[config.mk]
export PLATFORM = sky130hd
export DESIGN_NAME = hkspi_passthru_ctrl
export DESIGN_NICKNAME = d
export VERILOG_FILES = /design/src/rtl/hkspi_passthru_ctrl.sv
export SDC_FILE = /design/constraint.sdc
export NUM_CORES = 1
export LEC_CHECK = 0
export BUFFER_PORTS_ARGS = -buffer_cell sky130_fd_sc_hd__buf_2
export CAP_MARGIN = 15
export CORE_MARGIN = 5
export CORE_UTILIZATION = 52
export CTS_BUF_LIST = sky130_fd_sc_hd__clkbuf_16
export DETAILED_ROUTE_END_ITERATION = 7
export HOLD_SLACK_MARGIN = 0.02
export MAX_ROUTING_LAYER = met4
export PLACE_DENSITY = 0.86
export SYNTH_ARGS = -nofsm -noshare
export SYNTH_HDL_FRONTEND = slang
export SYNTH_SLANG_ARGS = --single-unit
export TNS_END_PERCENT = 20
[constraint.sdc]
create_clock -name clock -period 1.7 [get_ports clock]
set_clock_uncertainty 0.05 [all_clocks]
set_input_delay 0.17 -clock clock [delete_from_list [all_inputs] [get_ports clock]]
set_output_delay 0.17 -clock clock [all_outputs]
set_load 0.01 [all_outputs]
[src/rtl/hkspi_passthru_ctrl.sv]
// hkspi_passthru_ctrl: oversampled housekeeping SPI front end with flash pass-thru; define HKSPI_PASSTHRU_MGMT_EN to add the mgmt flash tunnel
module hkspi_passthru_ctrl #(
  parameter int         SYNC_STAGES = 2,
  parameter logic [7:0] USER_CMD    = 8'hC2,
  parameter logic [7:0] MGMT_CMD    = 8'hC4
) (
  input  logic       clock,
  input  logic       reset,
  input  logic       hk_csb,
  input  logic       hk_sck,
  input  logic       hk_sdi,
  output logic       hk_sdo,
  output logic       hk_sdo_oe,
  output logic [7:0] byte_data,
  output logic       byte_valid,
  output logic       byte_first,
  input  logic       reg_sdo,
  output logic       user_csb,
  output logic       user_sck,
  output logic       user_io0,
  input  logic       user_io1,
`ifdef HKSPI_PASSTHRU_MGMT_EN
  output logic       mgmt_csb,
  output logic       mgmt_sck,
  output logic       mgmt_io0,
  input  logic       mgmt_io1,
`endif
  output logic       mgmt_hold,
  output logic [1:0] pass_active
);
  typedef enum logic [2:0] {IDLE, CMD, HK, PASS_USER, PASS_MGMT} state_t;
`ifdef HKSPI_PASSTHRU_MGMT_EN
  localparam bit MGMT_EN = 1'b1;
`else
  localparam bit MGMT_EN = 1'b0;
`endif
  logic [SYNC_STAGES-1:0] csb_sync_q, sck_sync_q, sdi_sync_q;
  logic csb_p_q, sck_p_q;
  state_t state_q, state_d;
  logic [2:0] cnt_q, cnt_d;
  logic [7:0] sr_q, sr_d;
  logic bv_q, bv_d, bf_q, bf_d, sdo_q, sdo_d, oe_q, oe_d, gate_q, gate_d;
  logic ucsb_q, usck_q, uio_q;
  logic [1:0] pa_q, pa_d;
  logic csb_s, sck_s, sdi_s, csb_rise, csb_fall, sck_rise, sck_fall, pass_u, pass_m, mgmt_in;
  assign csb_s = csb_sync_q[SYNC_STAGES-1];
  assign sck_s = sck_sync_q[SYNC_STAGES-1];
  assign sdi_s = sdi_sync_q[SYNC_STAGES-1];
  assign csb_rise = csb_s & ~csb_p_q;
  assign csb_fall = ~csb_s & csb_p_q;
  assign sck_rise = sck_s & ~sck_p_q;
  assign sck_fall = ~sck_s & sck_p_q;
  assign pass_u = (state_q == PASS_USER) & ~csb_rise;
  assign pass_m = (state_q == PASS_MGMT) & ~csb_rise;
  assign hk_sdo = sdo_q;
  assign hk_sdo_oe = oe_q;
  assign byte_data = sr_q;
  assign byte_valid = bv_q;
  assign byte_first = bf_q;
  assign user_csb = ucsb_q;
  assign user_sck = usck_q;
  assign user_io0 = uio_q;
  assign pass_active = pa_q;
`ifdef HKSPI_PASSTHRU_MGMT_EN
  logic mcsb_q, msck_q, mio_q;
  assign mgmt_in = mgmt_io1;
  assign mgmt_csb = mcsb_q;
  assign mgmt_sck = msck_q;
  assign mgmt_io0 = mio_q;
  assign mgmt_hold = pa_q[1];
  // mgmt flash pins mirror the user tunnel while in mgmt pass-thru
  always_ff @(posedge clock) begin
    if (reset) begin
      mcsb_q <= 1'b1;
      msck_q <= 1'b0;
      mio_q  <= 1'b0;
    end else begin
      mcsb_q <= ~pass_m;
      msck_q <= pass_m & gate_q & sck_s;
      mio_q  <= pass_m & sdi_s;
    end
  end
`else
  assign mgmt_in = 1'b0;
  assign mgmt_hold = 1'b0;
`endif
  // frame decode: command byte selects tunnel or register stage, CSB rise aborts from anywhere
  always_comb begin
    state_d = state_q;
    cnt_d = cnt_q;
    sr_d = sr_q;
    bv_d = 1'b0;
    bf_d = 1'b0;
    if (csb_rise) begin
      state_d = IDLE;
      cnt_d = 3'd0;
    end else if (state_q == IDLE) begin
      if (csb_fall) begin
        state_d = CMD;
        cnt_d = 3'd0;
      end
    end else if (sck_rise && (state_q == CMD || state_q == HK)) begin
      sr_d = {sr_q[6:0], sdi_s};
      cnt_d = cnt_q + 3'd1;
      if (cnt_q == 3'd7) begin
        if (state_q == HK) bv_d = 1'b1;
        else if (sr_d == USER_CMD) state_d = PASS_USER;
        else if (MGMT_EN && sr_d == MGMT_CMD) state_d = PASS_MGMT;
        else begin
          state_d = HK;
          bv_d = 1'b1;
          bf_d = 1'b1;
        end
      end
    end
    oe_d = state_d == HK || state_d == PASS_USER || state_d == PASS_MGMT;
    gate_d = (state_q == PASS_USER || state_q == PASS_MGMT) & (gate_q | sck_fall);
    sdo_d = pass_u ? user_io1 : pass_m ? mgmt_in : state_q == HK ? (sck_fall ? reg_sdo : sdo_q) : 1'b0;
    pa_d = {pass_m, pass_u};
  end
  // synchronisers reset low so a CSB already low at reset cannot look like a fresh fall;
  // gate_q hides the SCK high left over from the command byte's last rise from the flash
  always_ff @(posedge clock) begin
    if (reset) begin
      csb_sync_q <= '0;
      sck_sync_q <= '0;
      sdi_sync_q <= '0;
      csb_p_q <= 1'b0;
      sck_p_q <= 1'b0;
      state_q <= IDLE;
      cnt_q <= 3'd0;
      sr_q <= 8'd0;
      bv_q <= 1'b0;
      bf_q <= 1'b0;
      sdo_q <= 1'b0;
      oe_q <= 1'b0;
      gate_q <= 1'b0;
      ucsb_q <= 1'b1;
      usck_q <= 1'b0;
      uio_q <= 1'b0;
      pa_q <= 2'b00;
    end else begin
      csb_sync_q <= {csb_sync_q[SYNC_STAGES-2:0], hk_csb};
      sck_sync_q <= {sck_sync_q[SYNC_STAGES-2:0], hk_sck};
      sdi_sync_q <= {sdi_sync_q[SYNC_STAGES-2:0], hk_sdi};
      csb_p_q <= csb_s;
      sck_p_q <= sck_s;
      state_q <= state_d;
      cnt_q <= cnt_d;
      sr_q <= sr_d;
      bv_q <= bv_d;
      bf_q <= bf_d;
      sdo_q <= sdo_d;
      oe_q <= oe_d;
      gate_q <= gate_d;
      ucsb_q <= ~pass_u;
      usck_q <= pass_u & gate_q & sck_s;
      uio_q <= pass_u & sdi_s;
      pa_q <= pa_d;
    end
  end
endmodule

# After elaboration in Yosys (flattened, before gate mapping)
# Index checks and enable logic that the tools add are counted.
# W data, S select, Z words.
dict set report totals {
  regBits 32
  inputBits 7
  out_inout_bits 18
  wordCells 77
}
dict set report op_classes {
  addsub 1
  eq_ne 11
  n_mux 16
  n_bitwise 20
  n_reduce_logical 12
}
# op n
set ops {}
lappend ops {{$mux W3} 9}
lappend ops {{$eq A3 B2 Y1 const B} 4}
lappend ops {{$and A1 B1 Y1} 10}
lappend ops {{$eq A3 B3 Y1 const B} 3}
lappend ops {{$not A1 Y1} 9}
lappend ops {{$eq A8 B8 Y1 const B} 1}
lappend ops {{$mux W1} 7}
lappend ops {{$reduce_or A6 Y1} 1}
lappend ops {{$reduce_or A5 Y1} 1}
lappend ops {{$logic_or A1 B1 Y1} 4}
lappend ops {{$ne A4 B4 Y1 const B} 1}
lappend ops {{$add A3 B1 Y3 const B} 1}
lappend ops {{$eq A3 B1 Y1 const B} 1}
lappend ops {{$logic_not A3 Y1} 1}
lappend ops {{$reduce_and A3 Y1} 1}
lappend ops {{$ne A2 B2 Y1 const B} 1}
lappend ops {{$reduce_and A2 Y1} 1}
lappend ops {{$reduce_bool A2 Y1} 1}
lappend ops {{$reduce_or A2 Y1} 1}
lappend ops {{$logic_and A1 B1 Y1} 1}
lappend ops {{$or A1 B1 Y1} 1}

# Logic depth before layout (Yosys ltp)
dict set report logic_depth {
  depth_word 10
  ltp_mapped 5
  ltp_nobuf 5
}

# Worst setup path before layout
# OpenSTA, ideal clock, no wires.
dict set report synth_timing {
  path_kind {reg-to-reg}
  from {register state_q[2]}
  to {register sr_q[1] (netlist: byte_data[1])}
  setup_ps 72
  t_arrival_ps 1348
  required_ps 1578
  setup_slack_ps 230
  stages_incl_launch_ff 5
  path_buffers 1
  period_less_slack_ps 1470
  path_cell_list {dfxtp_1 -> buf_6 -> or3b_4 -> nor3_4 -> mux2i_1}
}
dict set report synth_via {
  elab_chain_cells 4
  elab_cells_between_ends 7
  classes_between {eq/ne (2); bitwise (1); reduce/logical (4)}
}
# element line
set synth_rtl {}
lappend synth_rtl {{start: declaration} 39} ;# state_t state_q, state_d;
lappend synth_rtl {{start signal: assignment} 148} ;# state_q <= state_d;
lappend synth_rtl {{$eq A3 B1 Y1 / $eq A3 B2 Y1 (equally long branches)} 102} ;# end else if (sck_rise && (state_q == CMD || state_q == HK)) begin
lappend synth_rtl {{$logic_or A1 B1 Y1} 102}
lappend synth_rtl {{$logic_and A1 B1 Y1} 102}
lappend synth_rtl {{$reduce_and A3 Y1 (no line) *} n/a}
lappend synth_rtl {{end signal: assignment} 150} ;# sr_q <= sr_d;
lappend synth_rtl {{end: declaration} 41} ;# logic [7:0] sr_q, sr_d;
# Mark *: on every way between the ends. The rest lies on a longest branch, timed or not.
# A chain may end at the register's enable or synchronous reset.

# Final worst setup path
dict set report layout_timing {
  from {register state_q[2]}
  to {register sr_q[2] (netlist: byte_data[2])}
}
# Same word-level chain as after synthesis.

==> impl_metrics.tcl <==
set metrics [dict create \
    layout-drive-gt1-share 0.268 \
    dp_hpwl_mm 1.70 \
    cts_hold_buf 0 \
    irDropWorstVdd_mv 1.01 \
    slew_viol_final 0 \
    top_level_ports 25 \
    wire_length_of_the_first_global_routing_pass_mm 3.89 \
    die_height_um 58.8 \
    ys.flop_type "dfxtp_1" \
    gp_congestion 0.868 \
    clock_buffer_depth 2 \
    antenna-diode-count 0 \
    post_cts_resize_count 0 \
    synth_area_leader_cell "dfxtp_1" \
    synth_area_leaders "dfxtp_1, nor2b_1, mux2i_1" \
    layout.nets 157 \
    crit_chain "or3b_4 -> nor3_4 -> buf_4 -> mux2i_1" \
    setup.worst_path.start_class "register" \
    synth_largest_type_area_fraction 0.518 \
    i_o_buffers 23 \
    grt_start_max_net_pins 16 \
    synthToLayoutAreaGrowth_pct 22.9 \
    clkSlewWorstSetupHoldPaths_ps 50 \
    routedWlPerCell_um 13.8 \
    critical_path_arrival_ps 1720 \
    period_minus_slack_ps 1590 \
    htreeDepth 2 \
    slowest_stage "or3b_4" \
    synth-async-reset-ratio 0 \
    power.leakage_uw 0.000667 \
    power.clock.fraction 0.502 \
    netSwitchingFraction 0.199 \
    floorplan.die.width_um 58.8 \
    antenna_left 0 \
    finalSetupViolations 0 \
    netlist_area_um2 1240 \
    die-area_um2 3450 \
    drt_pass1_iterations 4 \
    cts_sinks 32 \
    first_iteration_detailed_routing_drc_count 30 \
    grt_antenna_before_repair 0 \
    groute.usage.overall 0.158 \
    insertion_delay_ps 270 \
    period_share 0.933 \
    buffers_inserted_during_post_cts_setup_optimization 0 \
    clock_tree.root_cell "clkbuf_16" \
    number_of_global_route_vias_before_repair 924 \
    tns_ps 0 \
    pwr-share-seq 0.469 \
    max_stage_delay_ps 450 \
    power.net_switching_uw 325 \
    final-hold-violation-count 0 \
    placed_cells_incl_taps 166 \
    postSynthCellCount 120 \
    p_int_uw 1310 \
    timing.setup.critical_path_class "register to register" \
    core_area_um2 2230 \
    initial_core_util 0.554 \
    routed_via_density 5.40 \
    post_place_cell_area_um2 1360 \
    layout_cell_area_excl_fill_um2 1520 \
    worst_slew_pin_tran_ps 521 \
    synth.lib_cells_used.distinct 38 \
    critPathCaptureType "register" \
    combinational_share_of_power 0.029 \
    yosys_warnings 0 \
    min-delay-path-class "input pin to register" \
    path_max_fanout 10 \
    synth.ff_latch_count 32 \
    floorplan.rows 17 \
    tritoncts "done" \
    worst_hold_slack_ps 51.8 \
    postRouteWirelength_mm 2.44 \
    max-slew-margin-rel 0.652 \
    timing.fmax_ghz 0.630 \
    worstPathRequired_ps 1830 \
    rsz0062_at_grt "no" \
    total_power_uw 1630 \
    power.density_nw_per_um2 1080 \
    synth.most_common_cell "dfxtp_1" \
    detailroute.via_count 955 \
    synth_enable_flop_cells 0 \
    synth-seq-area-share 0.518 \
    mappedNetlistNets 129 \
    grt_remaining_overflow 0 \
    detail_route.drc_violations 0 \
    status "finished, final reports clean" \
    cap_viol_max_count 0 \
    synth.top_cells.by_count "dfxtp_1, nor2b_1, nand2_1, mux2i_1, inv_1" \
    cts_inserted_buffers 5 \
    post_synth.cell_area_avg_um2 10.3 \
    finish.cell_count_without_fillers 177 \
]
==> cells in the final DEF (no fill, tap or decap), drive strengths merged, types with 2 or more instances in the layout <==
master	instances
inv	5
a32o	3
nand2	10
nand2b	4
clkinv	3
buf	27
dfxtp	32
a31oi	2
a22o	2
nor2	2
and3	2
nand3	3
nor3	5
ha	2
clkbuf	5
nor2b	13
a21oi	4
mux2i	7
==> worst paths after layout <==
| kind | start | endpoint | slack, ps | depth (start not counted) |
|---|---|---|---|---|
| setup reg to reg | state_q[2] | byte_data[2] | 110 | 4 |
| setup / recovery | state_q[2] | byte_data[2] | 110 | 4 |
| hold / removal | hk_sck | sck_sync_q[0] | 50 | 2 |
| hold reg to reg | csb_sync_q[0] | csb_sync_q[1] | 390 | 1 |
==> cell families (layout without fill, tap and decap cells) <==
family | after synthesis | count (layout) | synth area share
xor gates and xnor gates | 2 | 2 | 0.0142
adders and majority gates | 2 | 2 | 0.0202
muxes | 8 | 8 | 0.0658
other | 1 | 1 | 0.00303
and+or+nand+nor | 48 | 48 | 0.241
buffers and inverters | 11 | 40 | 0.0445
AOI/OAI and AO/OA | 16 | 16 | 0.0931
DFF | 32 | 32 | 0.518
==> per-stage QoR <==
step	setup slack, ps	util
after floorplan	230	-
after global placement	202	0.608
after detailed placement	121	0.608
after CTS	48.7	0.670
after global routing	28.8	0.680
final	114	0.680
==> state kept, by name (all words and copies together) (netlist names) <==
signal and flops:
byte_first 1, user_sck 1, sck_p_q 1, sck_sync_q 2, gate_q 1, user_io0 1, csb_sync_q 2, byte_data 8
pass_active 2, hk_sdo 1, csb_p_q 1, hk_sdo_oe 1, state_q 3, cnt_q 3, user_csb 1, sdi_sync_q 2
byte_valid 1
==> area by class of cell <==
type	count	area, µm²
fillers	186	714
flip-flops and latches	32	641
multi-input cells	77	541
repair buffers	27	145
clock buffers	5	125
well taps	28	35.0
inverters	5	18.8
clock inverters	3	13.8
==> critical path: cells and delay by family (launching register included) <==
family	cells	cell delay (ps)
mux	1	240
buf+inv	1	150
simple gates	2	670
flops	1	380
==> per-layer routing <==
metal,up-vias,global-route usage,wire (µm)
met2,30,0.246,1180
met1,446,0.167,1000
li1,471,-,-
met5,-,-,0
met3,8,0.0724,195
met4,0,0.0841,65
==> power by group through the flow <==
| stage | logic (µW) | registers (µW) | clock network, µW |
|---|---|---|---|
| finish | 47.5 | 767 | 820 |
| global placement | 45.2 | 781 | 0 |
| floorplan | 35.6 | 778 | 0 |
| global route | 51.7 | 767 | 873 |
| CTS | 46.7 | 767 | 840 |
| detailed placement | 46.3 | 782 | 0 |
(Power assumes the default switching activity.)
